## src/rtl/proc_control_fsm.sv

```systemverilog
// Control unit for the multi-cycle processor: sequences T0/T1/TW/T2/T3 and decodes datapath strobes.
// Latency: 2 cycles MV/MVI/MVNZ/NOP, 3 ST, 4 ADD/SUB, 3+MEM_WAIT LD (T0 with run through done).
// No backpressure: run is only looked at in T0; once started an instruction always completes.
module proc_control_fsm #(
  parameter  int REG_BITS = 3,
  parameter  int MEM_WAIT = 1,
  localparam int NREGS    = 2**REG_BITS,
  localparam int IRW      = 3 + 2*REG_BITS
) (
  input  logic             clock,
  input  logic             resetn,
  input  logic             run,
  input  logic [IRW-1:0]   ir,
  input  logic             g_nz,
  output logic             ir_in,
  output logic [NREGS-1:0] r_in,
  output logic [NREGS-1:0] r_out,
  output logic             a_in,
  output logic             g_in,
  output logic             g_out,
  output logic             add_sub,
  output logic             din_out,
  output logic             addr_in,
  output logic             dout_in,
  output logic             w_d,
  output logic             done,
  output logic             busy
);

  localparam logic [2:0] OP_MV   = 3'b000;
  localparam logic [2:0] OP_MVI  = 3'b001;
  localparam logic [2:0] OP_ADD  = 3'b010;
  localparam logic [2:0] OP_SUB  = 3'b011;
  localparam logic [2:0] OP_LD   = 3'b100;
  localparam logic [2:0] OP_ST   = 3'b101;
  localparam logic [2:0] OP_MVNZ = 3'b110;
  localparam logic [2:0] OP_NOP  = 3'b111;

  // TW runs MEM_WAIT cycles: the counter starts at MEM_WAIT-1 and leaves on zero.
  localparam int         WAIT_INIT_I = (MEM_WAIT > 0) ? MEM_WAIT - 1 : 0;
  localparam logic [3:0] WAIT_INIT   = WAIT_INIT_I[3:0];

  typedef enum logic [2:0] {ST_T0, ST_T1, ST_TW, ST_T2, ST_T3} state_t;

  state_t              state, state_nxt;
  logic   [3:0]        wait_cnt, wait_cnt_nxt;
  logic   [2:0]        op;
  logic   [REG_BITS-1:0] rx, ry;

  assign op = ir[IRW-1 -: 3];
  assign rx = ir[2*REG_BITS-1 -: REG_BITS];
  assign ry = ir[REG_BITS-1:0];

  // State and wait counter registers; reset parks the sequencer in T0.
  always_ff @(posedge clock or negedge resetn) begin
    if (!resetn) begin
      state    <= ST_T0;
      wait_cnt <= 4'd0;
    end else begin
      state    <= state_nxt;
      wait_cnt <= wait_cnt_nxt;
    end
  end

  // Next-state selection from the current timestep and opcode.
  always_comb begin
    state_nxt    = state;
    wait_cnt_nxt = wait_cnt;
    case (state)
      ST_T0: if (run) state_nxt = ST_T1;
      ST_T1: begin
        case (op)
          OP_MV, OP_MVI, OP_MVNZ, OP_NOP: state_nxt = ST_T0;
          OP_LD: begin
            if (MEM_WAIT > 0) begin
              state_nxt    = ST_TW;
              wait_cnt_nxt = WAIT_INIT;
            end else begin
              state_nxt = ST_T2;
            end
          end
          default: state_nxt = ST_T2;
        endcase
      end
      ST_TW: begin
        if (wait_cnt == 4'd0) state_nxt = ST_T2;
        else                  wait_cnt_nxt = wait_cnt - 4'd1;
      end
      ST_T2: state_nxt = (op == OP_ADD || op == OP_SUB) ? ST_T3 : ST_T0;
      ST_T3: state_nxt = ST_T0;
      default: state_nxt = ST_T0;
    endcase
  end

  // Strobe decode; everything is held low while reset is asserted.
  always_comb begin
    ir_in   = 1'b0;
    r_in    = '0;
    r_out   = '0;
    a_in    = 1'b0;
    g_in    = 1'b0;
    g_out   = 1'b0;
    add_sub = 1'b0;
    din_out = 1'b0;
    addr_in = 1'b0;
    dout_in = 1'b0;
    w_d     = 1'b0;
    done    = 1'b0;
    busy    = 1'b0;
    if (resetn) begin
      busy = (state != ST_T0);
      case (state)
        ST_T0: ir_in = run;
        ST_T1: begin
          case (op)
            OP_MV:   begin r_out[ry] = 1'b1; r_in[rx] = 1'b1; done = 1'b1; end
            OP_MVI:  begin din_out = 1'b1; r_in[rx] = 1'b1; done = 1'b1; end
            OP_ADD,
            OP_SUB:  begin r_out[rx] = 1'b1; a_in = 1'b1; end
            OP_LD,
            OP_ST:   begin r_out[ry] = 1'b1; addr_in = 1'b1; end
            OP_MVNZ: begin
              if (g_nz) begin
                r_out[ry] = 1'b1;
                r_in[rx]  = 1'b1;
              end
              done = 1'b1;
            end
            OP_NOP:  done = 1'b1;
            default: done = 1'b1;
          endcase
        end
        ST_T2: begin
          case (op)
            OP_ADD:  begin r_out[ry] = 1'b1; g_in = 1'b1; end
            OP_SUB:  begin r_out[ry] = 1'b1; g_in = 1'b1; add_sub = 1'b1; end
            OP_LD:   begin din_out = 1'b1; r_in[rx] = 1'b1; done = 1'b1; end
            OP_ST:   begin r_out[rx] = 1'b1; dout_in = 1'b1; w_d = 1'b1; done = 1'b1; end
            default: done = 1'b0;
          endcase
        end
        ST_T3: begin g_out = 1'b1; r_in[rx] = 1'b1; done = 1'b1; end
        default: busy = busy;
      endcase
    end
  end

endmodule
```

## config.mk

```make
export PLATFORM = sky130hd
export DESIGN_NAME = proc_control_fsm
export DESIGN_NICKNAME = d
export VERILOG_FILES = /design/src/rtl/proc_control_fsm.sv
export SDC_FILE = /design/constraint.sdc
export NUM_CORES = 1
export LEC_CHECK = 0
export CAP_MARGIN = 20
export CORE_ASPECT_RATIO = 1.1
export CORE_MARGIN = 4
export CORE_UTILIZATION = 48
export DETAILED_ROUTE_END_ITERATION = 10
export PLACE_DENSITY = 0.87
export SLEW_MARGIN = 30
export SYNTH_ARGS = -nofsm -noshare
export SYNTH_HDL_FRONTEND = slang
export SYNTH_SLANG_ARGS = --single-unit
```

## constraint.sdc

```tcl
create_clock -name clock -period 4.3 [get_ports clock]
set_clock_uncertainty 0.05 [all_clocks]
set_input_delay 0.43 -clock clock [delete_from_list [all_inputs] [get_ports clock]]
set_output_delay 0.43 -clock clock [all_outputs]
set_load 0.05 [all_outputs]
```

==> results.cfg, run 1 <==
[final_layout]
finalNetCount = 193
syn_to_final_growth_pct = 35.36
fill_cells = 177
diodes = 0
final_layout_size_suffix_gt1_frac = 0.05085
design_area_mm2 = 0.001446

[logic_synthesis]
synthFlopType = dfrtp_1
yosysSeqAreaShare = 0.1639
yosysMostFrequentCell = nor2_1
synth_compound_area_frac = 0.2822
syn_area_mm2 = 0.001069
async_reset_ff_frac = 1.000
synthTopCellsByArea = dfrtp_1, nor2_1, a32oi_1
ys_warn_count = 0
synth_top_area_frac = 0.1639
synthMuxAreaShare = 0
yosys.area_share.xor_xnor = 0.02459
synth_top_family_by_area = simple AND/OR/NAND/NOR gates
syn_nets = 162
synth_commonest_cells = nor2_1, nor3_1, a32oi_1, nor2b_1
synth_simple_gate_area_frac = 0.4262
synth_edf_count = 0
avgSynthCellArea_um2 = 7.269
ys_ff_latch = 7
ys_types = 42
synthAdderAreaFrac = 0.02342
synth_cells = 147
yosys.area.top_type = dfrtp_1

[clock_network]
cts-htree-levels = 1
cts_made_buffers = 3
clock_latency_ps = 250
ctsHoldBuffers = 0
cts_tree = yes
cts.sinks = 7
cts_max_path_buffers = 2
cts_root_buf = clkbuf_4
cts_setup_buffers = 0
cts.clk_slew.worst_paths_ps = 50
cts.repair.resized = 0

[timing]
fmax_ghz = 0.2898
min_period_over_period = 0.8026
final.setup.tns_ps = 0
worst_slew_pin_slew_ps = 619.0
setup_ws_ps = 848.9
rsz0062_at_grt = false
slew_headroom = 0.5835
hold_violations = 0
period_needed_ps = 3451
drv_slew = 0
setup-violations-final = 0
whs_ps = 472.9

[place]
pre_cts_ws_ps = 870.3
dp_hpwl_mm = 2.430
placed_area_mm2 = 0.001420
portBuffers = 39
gp_congestion = 0.8624

[floorplanning]
dieArea_mm2 = 0.003046
die_h_um = 57.49
dieWidth_um = 52.99
start_util = 0.5179
ioPinCount = 40
fp.coreArea_mm2 = 0.002063
fp-row-count = 17

[routing]
vias = 1232
drtIter0Drc = 41
ant_nets = 0
drc = 0
drt-total-wl_mm = 3.088
via_per_inst = 6.010
drtPass1Iterations = 4
routedWlPerCell_um = 15.06

[global_route]
antenna_found_initial = 0
grt_overflow = 0
grt_max_degree = 21
grt.total_usage = 0.2088
grt_pass1_vias = 1173
grt_pass1_wl_mm = 5.002

[critical_path]
crit_start = ir[7]
worstPathRequired_ps = 3820
timing.rr.start = wait_cnt[0]
critPathLaunchType = input pin
path_class = input pin to output pin
cp-end-kind = output pin
path_max_fanout = 12
crit_arrival_ps = 2970

[outcome]
outcome = finished, final reports clean

[power_and_ir_drop]
pwr-share-comb = 0.573
p_seq_frac = 0.303
power_mw = 0.4776
p_per_area_mw_per_mm2 = 330.2
swShare = 0.4958
clockPowerShare = 0.124
p_leak_nw = 0.4976
internal_power_mw = 0.2408
switchingPower_mw = 0.2368
max-vdd-ir-drop_mv = 0.3021

[hold_path]
hold_class = input pin to asynchronous set/reset pin

[flow_run]
max_cap_violations = 0
-- cell usage in the layout, fill, tap and decap left out, types with 4 or more instances in the layout --
cell and instances:
nand3_1 5, nor2_1 20, o21ai_0 6, o22ai_1 7, nor2b_1 8, nor3_1 10, nand2_1 6, a32oi_1 8
dfrtp_1 7, clkdlybuf4s50_1 39, nand2b_1 5, a21oi_1 5, nand3b_1 4
-- sequential cells by signal, summed over array words and instances, names as in the netlist --
| register | flops |
|---|---|
| wait_cnt | 4 |
| state | 3 |
-- path summary, 6_finish.rpt --
kind	slack [ps]	endpoint	cells past startpoint
worst max-delay path	850	r_out[3]	6
worst min-delay path	470	wait_cnt[3]	1
worst max register to register	2630	state[0]	5
worst min register to register	490	wait_cnt[3]	2
max in group asynchronous	3390	state[1]	1
min in group clock	490	wait_cnt[3]	2
-- metal layers --
metal,up-vias,track usage,share of wire
met5,-,0,0
li1,615,-,-
met4,0,0.08394,0.031
met3,8,0.01305,0.055
met2,48,0.3723,0.50
met1,561,0.2536,0.42
-- kinds of logic (layout without fill, tap and decap cells) --
kind of cell / count (synthesis) / after routing
AO/OA/AOI/OAI: 40 / 40
XOR/XNOR: 3 / 3
adder cells (fa/ha/maj): 2 / 2
buffers and inverters: 16 / 46
flip-flops: 7 / 7
AND/OR/NAND/NOR: 79 / 79
-- final cells by class --
class                           count  area (um^2)  share of cell area
Inverter                            3        11.26            0.007785
Tap cell                           28        35.03             0.02422
Clock buffer                        4        26.28             0.01817
Timing Repair Buffer               39        390.4              0.2699
Multi-Input combinational cell    124        808.3              0.5588
Sequential cell                     7        175.2              0.1211
-- power groups by stage --
stage / clock (mW) / combinational [mW] / sequential (mW)
5_1_grt: 0.0648 / 0.304 / 0.153
2_1_floorplan: 0 / 0.237 / 0.112
3_5_place_dp: 0 / 0.273 / 0.145
4_1_cts: 0.0611 / 0.275 / 0.144
6_report: 0.0593 / 0.274 / 0.145
3_3_place_gp: 0 / 0.262 / 0.143
-- stage by stage --
stage,utilization,cells
final,0.7010,205
after global routing,0.7010,205
after CTS,0.7010,205
after detailed placement,0.6883,201
after global placement,0.6883,201
after floorplan,-,147
-- worst max-delay path, cell delays in order --
cell,delay (ps)
clkdlybuf4s50_1,640
nand2b_1,330
nand3_1,120
nand4_1,300
o22ai_1,320
clkdlybuf4s50_1,840
No activity file was read; power rests on OpenSTA's default activity.
==> run 2: changes to the inputs <==
--- a/config.mk
+++ b/config.mk
@@ -8,9 +8,9 @@
 export CAP_MARGIN = 20
 export CORE_ASPECT_RATIO = 1.1
 export CORE_MARGIN = 4
-export CORE_UTILIZATION = 48
+export CORE_UTILIZATION = 40
 export DETAILED_ROUTE_END_ITERATION = 10
-export PLACE_DENSITY = 0.87
+export PLACE_DENSITY = 0.77
 export SLEW_MARGIN = 30
 export SYNTH_ARGS = -nofsm -noshare
 export SYNTH_HDL_FRONTEND = slang
==> constraint.sdc (replaced) <==
create_clock -name clock -period 2.92 [get_ports clock]
set_clock_uncertainty 0.05 [all_clocks]
set_input_delay 0.292 -clock clock [delete_from_list [all_inputs] [get_ports clock]]
set_output_delay 0.292 -clock clock [all_outputs]
set_load 0.05 [all_outputs]
==> run 2 against run 1 <==
Compared with the run above: cell count up 2.4%; via count up 8.0%; combinational power up 55%; critical path depth down 1; sequential share of layout area down 1.4 points; die area up 17%; clock power up 53%; worst hold slack worse by 230 ps; sequential power up 50%; final area up 13%; wire length up 13%; critical path type is now flip-flop to output pin; largest cell class unchanged.
==> results.cfg, run 2 (same netlist as run 1, synthesis figures left out) <==
[final_layout]
largest_register_ffs = 4
regMostFlops = wait_cnt
design_area_mm2 = 0.001638
finalNetCount = 195
mostFrequentLayoutCell = nor2_1
syn_to_final_growth_pct = 53.28
final_cell_mix = nor2_1, buf_12, clkdlybuf4s50_1, nor3_1, buf_4
final_layout_size_suffix_gt1_frac = 0.2067
fill_cells = 217
top_regs = wait_cnt x4, state x3
diodes = 0
fin_cells = 210

[place]
placed_area_mm2 = 0.001612
portBuffers = 39
dp_hpwl_mm = 2.658
gp_congestion = 0.8271
dp.cells = 206

[clock_network]
clock_latency_ps = 260
cts.sinks = 7
cts.clk_slew.worst_paths_ps = 50
cts.repair.resized = 0
cts_root_buf = clkbuf_4
cts_made_buffers = 3
ctsHoldBuffers = 0
cts_tree = yes
cts-htree-levels = 1
cts_max_path_buffers = 2
cts_setup_buffers = 0

[global_route]
grt_max_degree = 21
grt_pass1_vias = 1286
grt_pass1_wl_mm = 5.775
grtUsageMet3 = 0.03934
grt-busiest-layer = met2
grt_overflow = 0
antenna_found_initial = 0
grt.total_usage = 0.1964
gr-usage-met1 = 0.2447
grtUsageMet2 = 0.3200

[outcome]
outcome = finished, final reports clean

[floorplanning]
fp.coreArea_mm2 = 0.002520
ioPinCount = 40
die_h_um = 62.21
dieWidth_um = 57.28
dieArea_mm2 = 0.003563
start_util = 0.4240
fp-row-count = 19

[timing]
hold_violations = 0
slew_headroom = 0.5710
fmax_ghz = 0.3724
final.setup.tns_ps = 0
worst_slew_pin_slew_ps = 637.6
whs_ps = 247.3
drv_slew = 0
period_needed_ps = 2686
min_period_over_period = 0.9197
setup-violations-final = 0
rsz0062_at_grt = false

[routing]
drc = 0
via_per_inst = 6.333
vias = 1330
drt-total-wl_mm = 3.474
drtPass1Iterations = 4
drtIter0Drc = 36
routedWlPerCell_um = 16.54
ant_nets = 0

[critical_path]
crit_arrival_ps = 2340
critPathLaunchType = flip-flop
path_class = flip-flop to output pin
crit_chain = nor3b_1 -> o21ai_0 -> a21o_1 -> nor3_1 -> buf_12
worstPathRequired_ps = 2580
critPathSlowestCell = dfrtp_1
cp-end-kind = output pin
worst-path-buf-inv = 1
crit_path_max_incr_delay_ps = 590
crit_family = simple AND/OR/NAND/NOR gates
path_max_fanout = 20

[flow_run]
max_cap_violations = 0

[power_and_ir_drop]
p_leak_nw = 0.6108
p_per_area_mw_per_mm2 = 448.4
power_mw = 0.7344
max-vdd-ir-drop_mv = 0.3241

[hold_path]
hold_class = input pin to asynchronous set/reset pin
## run 2: cell types whose count changed in the layout (fill, tap and decap cells not counted)
cell / previous run / this run
clkdlybuf4s50_1: 39 / 13
buf_4: 0 / 9
buf_12: 0 / 19
## run 2: routing by layer
layer	vias to the layer above	wire length, um
li1	620	-
met1	627	1372
met2	73	1731
met3	10	267
met4	0	104
met5	-	0
## run 2: worst paths after layout
kind | from | to | slack [ps] | cells after the start
worst max-delay path | state[1] | r_in[5] | 230 | 5
worst min-delay path | resetn | state[0] | 250 | 1
worst max register to register | state[1] | wait_cnt[1] | 1210 | 4
worst min register to register | wait_cnt[0] | wait_cnt[0] | 480 | 1
max in group asynchronous | resetn | wait_cnt[0] | 2200 | 2
min in group clock | wait_cnt[0] | wait_cnt[0] | 480 | 1
## run 2: final cells by class
class                      count  area (um^2)  area share
clock buffer                   4        26.28     0.01604
inverter                       3        11.26    0.006875
multi-input combinational    124        808.3      0.4935
sequential                     7        175.2      0.1070
tap                           31        38.79     0.02368
timing repair buffer          41        578.1      0.3529
## run 2: worst register-to-register path, delay by kind of cell (launching register included)
family | cells | cell delay (ps)
and+or+nand+nor | 3 | 770
AOI/OAI and AO/OA | 1 | 80
DFF | 1 | 710
## run 2: power breakdown
group	internal [mW]	switching, mW	total [mW]
Sequential	0.138	0.0792	0.218
Combinational	0.176	0.250	0.426
Clock	0.0523	0.0381	0.0905
## run 2: per-stage QoR
| step | worst slack (ps) | util |
|---|---|---|
| floorplan | 188.5 | - |
| global placement | 377.5 | 0.6395 |
| detailed placement | 306.2 | 0.6395 |
| CTS | 257.5 | 0.6500 |
| global route | 22.68 | 0.6500 |
| finish | 234.4 | 0.6500 |
==> RTL edit (config.mk and constraints of run 2) <==
Change the parameter `REG_BITS` from 3 to 2.
--- a/src/rtl/proc_control_fsm.sv
+++ b/src/rtl/proc_control_fsm.sv
@@ -3,5 +3,5 @@
 // No backpressure: run is only looked at in T0; once started an instruction always completes.
 module proc_control_fsm #(
-  parameter  int REG_BITS = 3,
+  parameter  int REG_BITS = 2,
   parameter  int MEM_WAIT = 1,
   localparam int NREGS    = 2**REG_BITS,
Ports: changed (resized ir, r_in and r_out); port bits go from 40 to 30. The function was not compared with the original's and may differ.
==> RTL edit against run 2 <==
Largest power group unchanged. Critical path depth increased by 1. Worst setup slack improved by 0.15 ns. Hold slack improved by 0.014 ns. Via count decreased by 33%. Sequential cell count unchanged. Sequential power decreased by 15%. Highest routed layer unchanged. Clock power decreased by 6.4%. Wire length decreased by 38%. Count of clock-buffer cells in the layout unchanged. Synthesized area decreased by 24%. Final area decreased by 30%. Power decreased by 0.11%.
==> RTL edit: results (changes against run 2) <==
[sta]
tightestPinTransition_ns = 0.493  ; -0.145 ns

[clocking]
cts_max_level = 1  ; unchanged
root_buffer = clkbuf_4
cts_buffer_depth = 2  ; unchanged
clkTransAtPathRegs_ns = 0.05  ; about the same
cts_resized = 0  ; unchanged
insertion_delay_ns = 0.25
cts-buffers-inserted = 3  ; unchanged
cts_setup_buffers = 0  ; unchanged

[synth]
synth_fa_ha_area_share_pct = 1.55  ; -0.79 points
synthXorXnorAreaFrac_pct = 1.08  ; -1.4 points
synth.distinct_cells = 37  ; -12%
synth_nets = 118  ; -27%
synth_compound_area_share_pct = 26.6  ; -1.6 points
async_flop_share_pct = 100  ; unchanged
syn_avg_cell_area_um2 = 7.63  ; +4.9%
synth_flop_cell = dfrtp_1
synth_seq_area_share_pct = 21.7  ; +5.3 points
synth_area_leaders = dfrtp_1, nor2_1, nand2b_1, o22ai_1, nor3_1
yosys-mux-area-fraction_pct = 3.72  ; +3.7 points
synth.yosys.warnings = 0  ; unchanged
netlist_top_cells_count = nor2_1, nand2_1

[place]
gp_congestion = 0.923  ; +12%
place_hpwl_um = 1710  ; -36%
post-place-ws_ns = 0.414  ; +0.107 ns
place.port_buffers = 29  ; -26%
placedCellCount = 156  ; -24%

[drt]
drt_iter0_drc = 16  ; -56%
vias = 896  ; -33%
firstDrtPassIters = 4  ; unchanged
wl_um = 2140  ; -38%
drt-wirelength-per-cell_um = 13.4  ; -19%

[final_layout]
drive_above_1_share_pct = 18.8  ; -1.9 points
fillers = 176  ; -19%
top_regs = wait_cnt x4, state x3
antenna_cells = 0  ; unchanged
nets = 146  ; -25%

[worst_setup_path]
crit_arrival_ns = 2.20  ; -0.14 ns
critPathMaxFanout = 10  ; -50%

[hold_path]
hold_class = in2async

[pwr]
peakVddDrop_uv = 462  ; +42%
leakage_nw = 0.471  ; -23%

[grt]
antenna_found_initial = 0  ; unchanged
grt_pass1_vias = 847  ; -34%
grt_max_degree = 16  ; -24%
grt_use_total_pct = 17.8  ; -1.8 points
grt_pass1_wl_um = 3840  ; -34%

[run_status]
outcome = finished clean

RTL edit: cell types whose count changed after synthesis, moves of 6 or more:
cell and delta:
a32oi_1 -8, clkbuf_1 -6, nor2_1 -7, nor2b_1 -7, o21ai_0 -6
RTL edit: logic make-up after synthesis:
kind of cell,after synthesis
adder cells (fa/ha/maj),1
AND/OR/NAND/NOR,55
buffers and inverters,11
flip-flops,7
XOR/XNOR,1
multiplexers,3
AO/OA/AOI/OAI,28
RTL edit: critical path, cell delays in order:
cell             delay (ns)
clkdlybuf4s50_1        0.67
and4b_1                0.24
or3_1                  0.36
a41oi_2                0.32
nor3_1                 0.11
buf_4                  0.20
RTL edit: stage by stage:
| step | instance area, um^2 | hold slack, ns |
|---|---|---|
| after CTS | 1150 | 0.263 |
| final | 1150 | 0.261 |
| after floorplan | 808 | -0.0536 |
| after detailed placement | 1130 | 0.440 |
| after global placement | 1130 | 0.437 |
| after global routing | 1150 | 0.273 |
RTL edit: layout make-up:
| type | count | area (um^2) | share of cell area [%] |
|---|---|---|---|
| Clock buffer | 4 | 26.3 | 2.28 |
| Inverter | 3 | 11.3 | 0.976 |
| Tap cell | 27 | 33.8 | 2.93 |
| Multi-Input combinational cell | 88 | 569 | 49.3 |
| Timing Repair Buffer | 31 | 338 | 29.3 |
| Sequential cell | 7 | 175 | 15.2 |
RTL edit: routing by layer:
layer | GRT usage (%) | vias to the layer above | share of wire (%)
met4 | 7.62 | 0 | 1.4
met3 | 2.68 | 5 | 5.9
met5 | 0 | - | 0
met2 | 33.0 | 34 | 50
met1 | 20.7 | 407 | 42
li1 | - | 450 | -
RTL edit: path summary, 6_finish.rpt:
| path | slack [ns] | endpoint | startpoint | depth (start not counted) |
|---|---|---|---|---|
| setup / recovery | 0.38 | r_in[3] | ir[4] | 6 |
| min in group clock | 0.44 | wait_cnt[0] | wait_cnt[0] | 1 |
| hold / removal | 0.26 | state[2] | resetn | 1 |
| hold reg to reg | 0.44 | wait_cnt[0] | wait_cnt[0] | 1 |
| setup reg to reg | 1.15 | wait_cnt[3] | state[1] | 5 |
| max in group asynchronous | 2.17 | state[0] | resetn | 2 |
RTL edit: report_power, final:
| part | total [mW] | switching (mW) | internal, mW |
|---|---|---|---|
| Combinational | 0.463 | 0.272 | 0.191 |
| Sequential | 0.186 | 0.0465 | 0.140 |
| Clock | 0.0847 | 0.0327 | 0.0520 |
| Total | 0.734 | 0.351 | 0.383 |
